File: src/rtl/keypad_scanner.sv
// 3x4 matrix keypad scanner: column drive, synchronized row sampling, per-frame
// key classification and a press/release debounce FSM with a one-cycle press pulse.
module keypad_scanner #(
    parameter int SCAN_DIV     = 4,
    parameter int DEBOUNCE_CNT = 3
) (
    input  logic       clk_2,
    input  logic       rst,
    input  logic [3:0] KEY_ROW,
    output logic [2:0] KEY_COL,
    output logic       key_valid,
    output logic [3:0] key_code,
    output logic       key_held
);

    typedef enum logic [1:0] {
        IDLE    = 2'd0,
        CONFIRM = 2'd1,
        HELD    = 2'd2,
        RELEASE = 2'd3
    } state_e;

    localparam logic [7:0] DWELL_MAX = 8'(SCAN_DIV - 1);
    localparam logic [3:0] DEB_LIMIT = 4'(DEBOUNCE_CNT);

    logic [3:0] row_meta_q, row_meta_d;
    logic [3:0] row_sync_q, row_sync_d;
    logic [1:0] col_q, col_d;
    logic [7:0] dwell_q, dwell_d;
    logic [1:0] hit_cnt_q, hit_cnt_d;   // 0 = none, 1 = single, 2 = multi (saturates)
    logic [3:0] hit_code_q, hit_code_d;
    state_e     state_q, state_d;
    logic [3:0] cnt_q, cnt_d;
    logic [3:0] cand_q, cand_d;
    logic [3:0] key_code_q, key_code_d;
    logic       key_valid_q, key_valid_d;

    logic       dwell_last;
    logic       frame_end;
    logic [2:0] col_ones;
    logic [1:0] row_idx;
    logic [3:0] col_code;
    logic [1:0] tot_cnt;
    logic [3:0] tot_code;
    logic       frame_single;
    logic [3:0] cnt_next;

    // Scan timing, row sampling and frame accumulation.
    // NOTE: every signal written in an always_comb gets a default first, so no path leaves it unassigned and no latch is inferred.
    always_comb begin
        row_meta_d = KEY_ROW;
        row_sync_d = row_meta_q;

        dwell_last = (dwell_q == DWELL_MAX);
        frame_end  = dwell_last && (col_q == 2'd2);

        dwell_d = dwell_q + 8'd1;
        col_d   = col_q;
        if (dwell_last) begin
            dwell_d = '0;
            col_d   = (col_q == 2'd2) ? 2'd0 : col_q + 2'd1;
        end

        col_ones = 3'($countones(row_sync_q));
        row_idx  = '0;
        for (int r = 0; r < 4; r++) begin
            if (row_sync_q[r]) row_idx = 2'(r);
        end
        col_code = {2'b00, row_idx} * 4'd3 + {2'b00, col_q};

        tot_cnt  = hit_cnt_q;
        tot_code = hit_code_q;
        if (dwell_last) begin
            if (col_ones == 3'd1 && hit_cnt_q == 2'd0) begin
                tot_cnt  = 2'd1;
                tot_code = col_code;
            end else if (col_ones != 3'd0) begin
                tot_cnt = 2'd2;
            end
        end

        frame_single = frame_end && (tot_cnt == 2'd1);
        hit_cnt_d    = frame_end ? 2'd0 : tot_cnt;
        hit_code_d   = tot_code;
    end

    // Debounce FSM; it only moves on frame-end cycles and treats MULTI as NONE.
    always_comb begin
        state_d     = state_q;
        cnt_d       = cnt_q;
        cand_d      = cand_q;
        key_code_d  = key_code_q;
        key_valid_d = 1'b0;
        cnt_next    = '0;

        if (frame_end) begin
            case (state_q)
                IDLE, CONFIRM: begin
                    if (!frame_single) begin
                        state_d = IDLE;
                        cnt_d   = '0;
                    end else begin
                        cnt_next = (state_q == CONFIRM && tot_code == cand_q) ? cnt_q + 4'd1 : 4'd1;
                        cand_d   = tot_code;
                        if (cnt_next == DEB_LIMIT) begin
                            key_code_d  = tot_code;
                            key_valid_d = 1'b1;
                            state_d     = HELD;
                            cnt_d       = '0;
                        end else begin
                            state_d = CONFIRM;
                            cnt_d   = cnt_next;
                        end
                    end
                end
                HELD, RELEASE: begin
                    if (frame_single && tot_code == key_code_q) begin
                        state_d = HELD;
                        cnt_d   = '0;
                    end else begin
                        cnt_next = (state_q == RELEASE) ? cnt_q + 4'd1 : 4'd1;
                        if (cnt_next == DEB_LIMIT) begin
                            state_d = IDLE;
                            cnt_d   = '0;
                        end else begin
                            state_d = RELEASE;
                            cnt_d   = cnt_next;
                        end
                    end
                end
                default: begin
                    state_d = IDLE;
                    cnt_d   = '0;
                end
            endcase
        end
    end

    // NOTE: sequential state is updated with non-blocking assignments so every flop samples pre-edge values.
    always_ff @(posedge clk_2) begin
        if (rst) begin
            row_meta_q  <= '0;
            row_sync_q  <= '0;
            col_q       <= '0;
            dwell_q     <= '0;
            hit_cnt_q   <= '0;
            hit_code_q  <= '0;
            state_q     <= IDLE;
            cnt_q       <= '0;
            cand_q      <= '0;
            key_code_q  <= '0;
            key_valid_q <= 1'b0;
        end else begin
            row_meta_q  <= row_meta_d;
            row_sync_q  <= row_sync_d;
            col_q       <= col_d;
            dwell_q     <= dwell_d;
            hit_cnt_q   <= hit_cnt_d;
            hit_code_q  <= hit_code_d;
            state_q     <= state_d;
            cnt_q       <= cnt_d;
            cand_q      <= cand_d;
            key_code_q  <= key_code_d;
            key_valid_q <= key_valid_d;
        end
    end

    assign KEY_COL   = 3'b001 << col_q;
    assign key_valid = key_valid_q;
    assign key_code  = key_code_q;
    assign key_held  = (state_q == HELD) || (state_q == RELEASE);

endmodule

File: config.mk
export PLATFORM = sky130hd
export DESIGN_NAME = keypad_scanner
export DESIGN_NICKNAME = d
export VERILOG_FILES = /design/src/rtl/keypad_scanner.sv
export SDC_FILE = /design/constraint.sdc
export NUM_CORES = 1
export LEC_CHECK = 0
export ABC_AREA = 1
export CAP_MARGIN = 20
export CORE_ASPECT_RATIO = 0.9
export CORE_UTILIZATION = 44
export CTS_CLUSTER_SIZE = 10
export DETAILED_ROUTE_END_ITERATION = 10
export PLACE_DENSITY = 0.65
export SLEW_MARGIN = 25
export SYNTH_ARGS = -nofsm -noshare
export SYNTH_HDL_FRONTEND = slang
export SYNTH_SLANG_ARGS = --single-unit
File: constraint.sdc
create_clock -name clk_2 -period 4.3 [get_ports clk_2]
set_clock_uncertainty 0.15 [all_clocks]
set_input_delay 0.86 -clock clk_2 [delete_from_list [all_inputs] [get_ports clk_2]]
set_output_delay 0.86 -clock clk_2 [all_outputs]
set_load 0.05 [all_outputs]
# Word-level counts from Yosys, hierarchy flattened
# Index checks and enable logic that the tools add are counted.
[totals] register_bits=39 in_bits=6 out_inout_bits=9 elab_cells=72
[classes] n_eq_ne=11 shifts=1 n_addsub=7 mux=22 n_mul=1 n_reduce_logical=16 bitwise_logic=3
[ops] cell="4-bit two-way mux" n=8
[ops] cell="2-bit two-way mux" n=10
[ops] cell="8-bit by 1-bit adder with 8-bit output, second input constant" n=1
[ops] cell="4-bit by 2-bit equality test with 1-bit output, second input constant" n=2
[ops] cell="4-bit equality test" n=2
[ops] cell="8-bit by 2-bit equality test with 1-bit output, second input constant" n=1
[ops] cell="4-bit one-hot mux with 2 select lines" n=1
[ops] cell="2-bit OR reduction" n=4
[ops] cell="2-bit equality test, second input constant" n=3
[ops] cell="1-bit logical AND" n=5
[ops] cell="1-bit by 1-bit adder with 2-bit output" n=2
[ops] cell="4-bit by 1-bit adder with 4-bit output, second input constant" n=1
[ops] cell="4-bit by 2-bit adder with 4-bit output" n=1
[ops] cell="2-bit by 1-bit equality test with 1-bit output, second input constant" n=2
[ops] cell="2-bit logical NOT" n=2
[ops] cell="2-bit by 2-bit multiplier with 4-bit output, second input constant" n=1
[ops] cell="2-bit one-hot mux with 2 select lines" n=1
[ops] cell="4-bit AND reduction" n=1
[ops] cell="4-bit OR reduction" n=1
[ops] cell="2-bit by 2-bit adder with 3-bit output" n=1
[ops] cell="3-bit by 1-bit equality test with 1-bit output, second input constant" n=1
[ops] cell="1-bit inverter" n=3
[ops] cell="3-bit AND reduction" n=1
[ops] cell="3-bit nonzero test" n=1
[ops] cell="other kinds (4)" n=5

# Longest topological paths before layout
[depth] ltp_word=14 ltp_mapped=21 mapped_depth_nobuf=21

# Worst setup path after synthesis
# No wires, ideal clock.
[synth_timing] kind="flip-flop to flip-flop" from="reg row_sync_q[0]" to="reg cnt_q[0]" setup_ns=0.112 t_arrival_ns=2.579 period_less_slack_ns=2.842 path_buffers=0 required_time_ns=4.038 slack_ns=1.458 stages_incl_launch_ff=20 path_cell_list="dfxtp_1 -> inv_1 -> fa_1 -> inv_1 -> ha_1 -> ha_1 -> inv_1 -> nand2_1 -> nor2_8 -> nand2_4 -> nand2_1 -> nand2_2 -> xor2_2 -> nand2_1 -> nor2_2 -> nand3_2 -> nand3_1 -> nand2_1 -> nand2_1 -> nand2_1"
[synth_between] elab_chain_len=13 word_cells_on_any_way=22 cone_classes="add/sub (2); eq/ne (5); mux (10); reduce/logical (5)"
[synth_rtl] item="start: declaration" line_no="27" rtl="logic [3:0] row_sync_q, row_sync_d;"
[synth_rtl] item="start signal: assignment" line_no="155" rtl="row_sync_q <= row_sync_d;"
[synth_rtl] item="1-bit by 1-bit adder with 2-bit output (not written as such) (*)" line_no="64" rtl="col_ones = 3'($countones(row_sync_q));"
[synth_rtl] item="2-bit by 2-bit adder with 3-bit output (not written as such) (*)" line_no="64"
[synth_rtl] item="3-bit by 1-bit equality test with 1-bit output" line_no="74" rtl="if (col_ones == 3'd1 && hit_cnt_q == 2'd0) begin"
[synth_rtl] item="1-bit logical AND" line_no="74"
[synth_rtl] item="4-bit two-way mux" line_no="74"
[synth_rtl] item="4-bit two-way mux" line_no="73" rtl="if (dwell_last) begin"
[synth_rtl] item="4-bit equality test" line_no="103" rtl="cnt_next = (state_q == CONFIRM && tot_code == cand_q) ? cnt_q + 4'd1 : 4'd1;"
[synth_rtl] item="1-bit logical AND" line_no="103"
[synth_rtl] item="4-bit two-way mux" line_no="103"
[synth_rtl] item="4-bit by 2-bit equality test with 1-bit output" line_no="105" rtl="if (cnt_next == DEB_LIMIT) begin"
[synth_rtl] item="4-bit two-way mux" line_no="105"
[synth_rtl] item="4-bit two-way mux" line_no="99" rtl="if (!frame_single) begin"
[synth_rtl] item="4-bit one-hot mux with 2 select lines (*)" line_no="97" rtl="case (state_q)"
[synth_rtl] item="end signal: assignment" line_no="161" rtl="cnt_q <= cnt_d;"
[synth_rtl] item="end: declaration" line_no="33" rtl="logic [3:0] cnt_q, cnt_d;"
# Every way passes the cells marked *; elsewhere a longest branch is shown, timed or not.
# A chain may end at the register's enable or synchronous reset.

# Worst setup path in the final report
[layout_timing] from="reg row_sync_q[0]" to="reg key_code_q[3], in the netlist key_code[3]"
[layout_between] elab_chain_len=11 word_cells_on_any_way=17 cone_classes="add/sub (2); eq/ne (4); mux (6); reduce/logical (5)"
[layout_rtl] item="1-bit by 1-bit adder with 2-bit output (not written as such) (*)" line_no="64"
[layout_rtl] item="2-bit by 2-bit adder with 3-bit output (not written as such) (*)" line_no="64"
[layout_rtl] item="3-bit by 1-bit equality test with 1-bit output" line_no="74"
[layout_rtl] item="1-bit logical AND" line_no="74"
[layout_rtl] item="4-bit two-way mux" line_no="74"
[layout_rtl] item="4-bit two-way mux" line_no="73"
[layout_rtl] item="4-bit equality test" line_no="103"
[layout_rtl] item="1-bit logical AND" line_no="103"
[layout_rtl] item="4-bit two-way mux" line_no="103"
[layout_rtl] item="4-bit by 2-bit equality test with 1-bit output" line_no="105"
[layout_rtl] item="4-bit AND reduction (no line)"
[layout_rtl] item="end signal: assignment" line_no="163" rtl="key_code_q <= key_code_d;"
[layout_rtl] item="end: declaration" line_no="35" rtl="logic [3:0] key_code_q, key_code_d;"
# Marks and branches as above.

==> results.json <==
{
  "critPathRequiredTime_ps": 4320,
  "leakagePower_nw": 1.02,
  "hold_viol": 0,
  "relSlewSlack_pct": 56.3,
  "antenna_cells": 0,
  "clock_latency_ps": 290,
  "start_kind": "flop",
  "crit_start": "row_sync_q[0]",
  "hold_buffers": 0,
  "grt_max_degree": 16,
  "worst_slack_ps": 1010,
  "postCtsSetupRepairBufs": 0,
  "grt_overflow_total": 0,
  "routed_wl_mm": 3.71,
  "hold_end": "row_sync_q[2]",
  "seq_area_frac_synth_pct": 38.0,
  "rr_startpoint": "row_sync_q[0]",
  "finalSetupViolations": 0,
  "min_from": "row_meta_q[2]",
  "worst-r2r-cell-count": 14,
  "coreArea_sq_um": 4460,
  "tightest_slew_ps": 652,
  "cp_max_fo": 11,
  "ios": 15,
  "crit_chain": "inv_1, fa_1, inv_1, ha_1, ha_1, inv_1, nand2_1, nor2_8, nand2_4, and2_4, nor3_2, nand2_1, o21ai_0, a21oi_1",
  "path_class": "reg -> reg",
  "port_buffers": 14,
  "antenna_found_initial": 0,
  "powerDensity_nw_per_um2": 323,
  "crit_slowest_cell": "nor3_2",
  "post-place-ws_ps": 1020,
  "fin_hold_ws_ps": 261,
  "final_max_slew_viol_count": 0,
  "end_kind": "flop",
  "firstDrtPassIters": 4,
  "route.vias.total": 1628,
  "fin_nets": 315,
  "max_stage_delay_ps": 540,
  "wl_per_cell_microns": 10.3,
  "post_cts_resized": 0,
  "fp.dieW_microns": 74.0,
  "final_cell_mix": "nand2_1 (58), inv_1 (57), dfxtp_1 (39)",
  "ys_types": 28,
  "rsz0062_at_grt": "false",
  "cts_max_level": 2,
  "drc": 0,
  "synth-seq-cells": 39,
  "path_clk_slew_ps": 80,
  "reg2reg_to": "key_code[3]",
  "avgViaCountPerCell": 4.50,
  "fp.dieH_microns": 66.8,
  "yosys_warnings": 0,
  "dp_hpwl_mm": 2.81,
  "cp_common_cell": "inv_1",
  "syn_area_per_cell_sq_um": 7.23,
  "min_period_ps": 3290,
  "layout_commonest_cell": "nand2_1",
  "start_util_pct": 46.1,
  "tritoncts": "yes",
  "fmaxAchievable_ghz": 0.304,
  "maxCapViolations": 0,
  "cts_made_buffers": 5,
  "peakVddDrop_uv": 180,
  "status": "completed",
  "setup_tns_ps": 0,
  "netlist_area_sq_um": 2050,
  "syn_nets": 299,
  "track_usage_pct": 17.9,
  "hold_depth": 2,
  "crit_arrival_ps": 3320,
  "drive_gt1_share_pct": 9.67,
  "period_share_pct": 76.6,
  "hold_path.class": "reg -> reg",
  "r2r_slack_ps": 1010,
  "postRouteAntennaNets": 0,
  "grt_pass1_wl_mm": 6.57,
  "drtIter0Drc": 62,
  "synth_cells": 284,
  "die_area_sq_um": 4950,
  "cts_max_path_buffers": 2,
  "gp_congestion": 0.834,
  "grt_pass1_vias": 1474,
  "cts_root_buf": "clkbuf_8",
  "syn_to_final_growth_pct": 14.7,
  "cts_sinks": 39,
  "rows": 23
}
-- sequential cells by signal, indices dropped and copies added (netlist names) --
name and flops:
dwell_q 8, cand_q 4, cnt_q 4, hit_code_q 4
key_code 4, row_meta_q 4, row_sync_q 4, col_q 2
hit_cnt_q 2, state_q 2, key_valid 1
-- worst max-delay path, delay by kind of cell, from the launching register on --
family                   cells  cell delay, ps
buffers and inverters        3             160
adder cells (fa/ha/maj)      3             960
flip-flops                   1             310
AO/OA/AOI/OAI                2             320
AND/OR/NAND/NOR              6            1290
-- through the flow --
stage,total power [mW],area [sq um],utilization [%],cells
4_1_cts,0.773,2360,52.8,362
5_1_grt,0.802,2360,52.8,362
3_5_place_dp,0.476,2250,50.4,355
2_1_floorplan,0.453,2050,-,284
6_report,0.761,2360,52.8,362
3_3_place_gp,0.474,2250,50.4,355
-- power by group --
group | internal [mW] | switching [mW] | leakage, nW
clock network | 0.169 | 0.125 | 0.0502
logic | 0.0327 | 0.0574 | 0.653
registers | 0.371 | 0.00606 | 0.317
total | 0.573 | 0.188 | 1.02
-- logic make-up (layout without fill, tap and decap cells) --
family,Yosys count,count (layout),synth area share [%]
and+or+nand+nor,145,145,35.2
adders and majority gates,9,9,6.58
DFF,39,39,38.0
AOI/OAI and AO/OA,22,22,5.36
xor gates and xnor gates,7,7,3.35
buffers and inverters,62,78,11.5
-- layer usage --
metal | share of wire [%] | global-route usage (%)
met5 | 0 | 0
met4 | 1.3 | 5.77
met3 | 2.5 | 5.90
met2 | 43 | 27.0
met1 | 53 | 23.8
-- cell type report --
| cell class | instances | area, sq um |
|---|---|---|
| tap | 62 | 77.6 |
| clock inverter | 2 | 37.5 |
| timing repair buffer | 14 | 140 |
| multi-input combinational | 183 | 1040 |
| fill | 434 | 2100 |
| inverter | 57 | 214 |
| clock buffer | 5 | 68.8 |
| sequential | 39 | 781 |
-- worst max path at each step --
stage / depth (start not counted) / slack [ps] / end
after floorplan: 19 / 1460 / cnt_q[0]
after global placement: 14 / 1100 / key_code[2]
after detailed placement: 14 / 1020 / key_code[2]
after CTS: 14 / 1010 / key_code[2]
after global routing: 14 / 700 / key_code[2]
final: 14 / 1010 / key_code[3]
-- cell usage after synthesis --
master,n,share of area [%]
nor2_4,1,0.55
nor2_1,37,6.8
nand2_2,4,1.2
a21oi_1,12,2.9
nand3b_1,2,0.73
nand4_1,2,0.61
ha_1,6,3.7
xor2_1,4,1.7
o21ai_0,5,1.2
xor2_2,1,0.79
clkbuf_1,4,0.73
nand2_4,3,1.6
nor3_2,1,0.49
nand3_2,6,2.9
nand2_1,58,11
xnor2_1,2,0.85
inv_1,57,10
fa_1,3,2.9
nor4_1,1,0.30
nor2_8,2,1.9
o21ai_1,5,1.2
and2_4,1,0.43
nor3_1,4,0.97
nand3_1,18,4.4
buf_4,1,0.37
nor2_2,3,0.91
dfxtp_1,39,38
nor3b_1,2,0.73
Power figures use the tool's default switching activity.
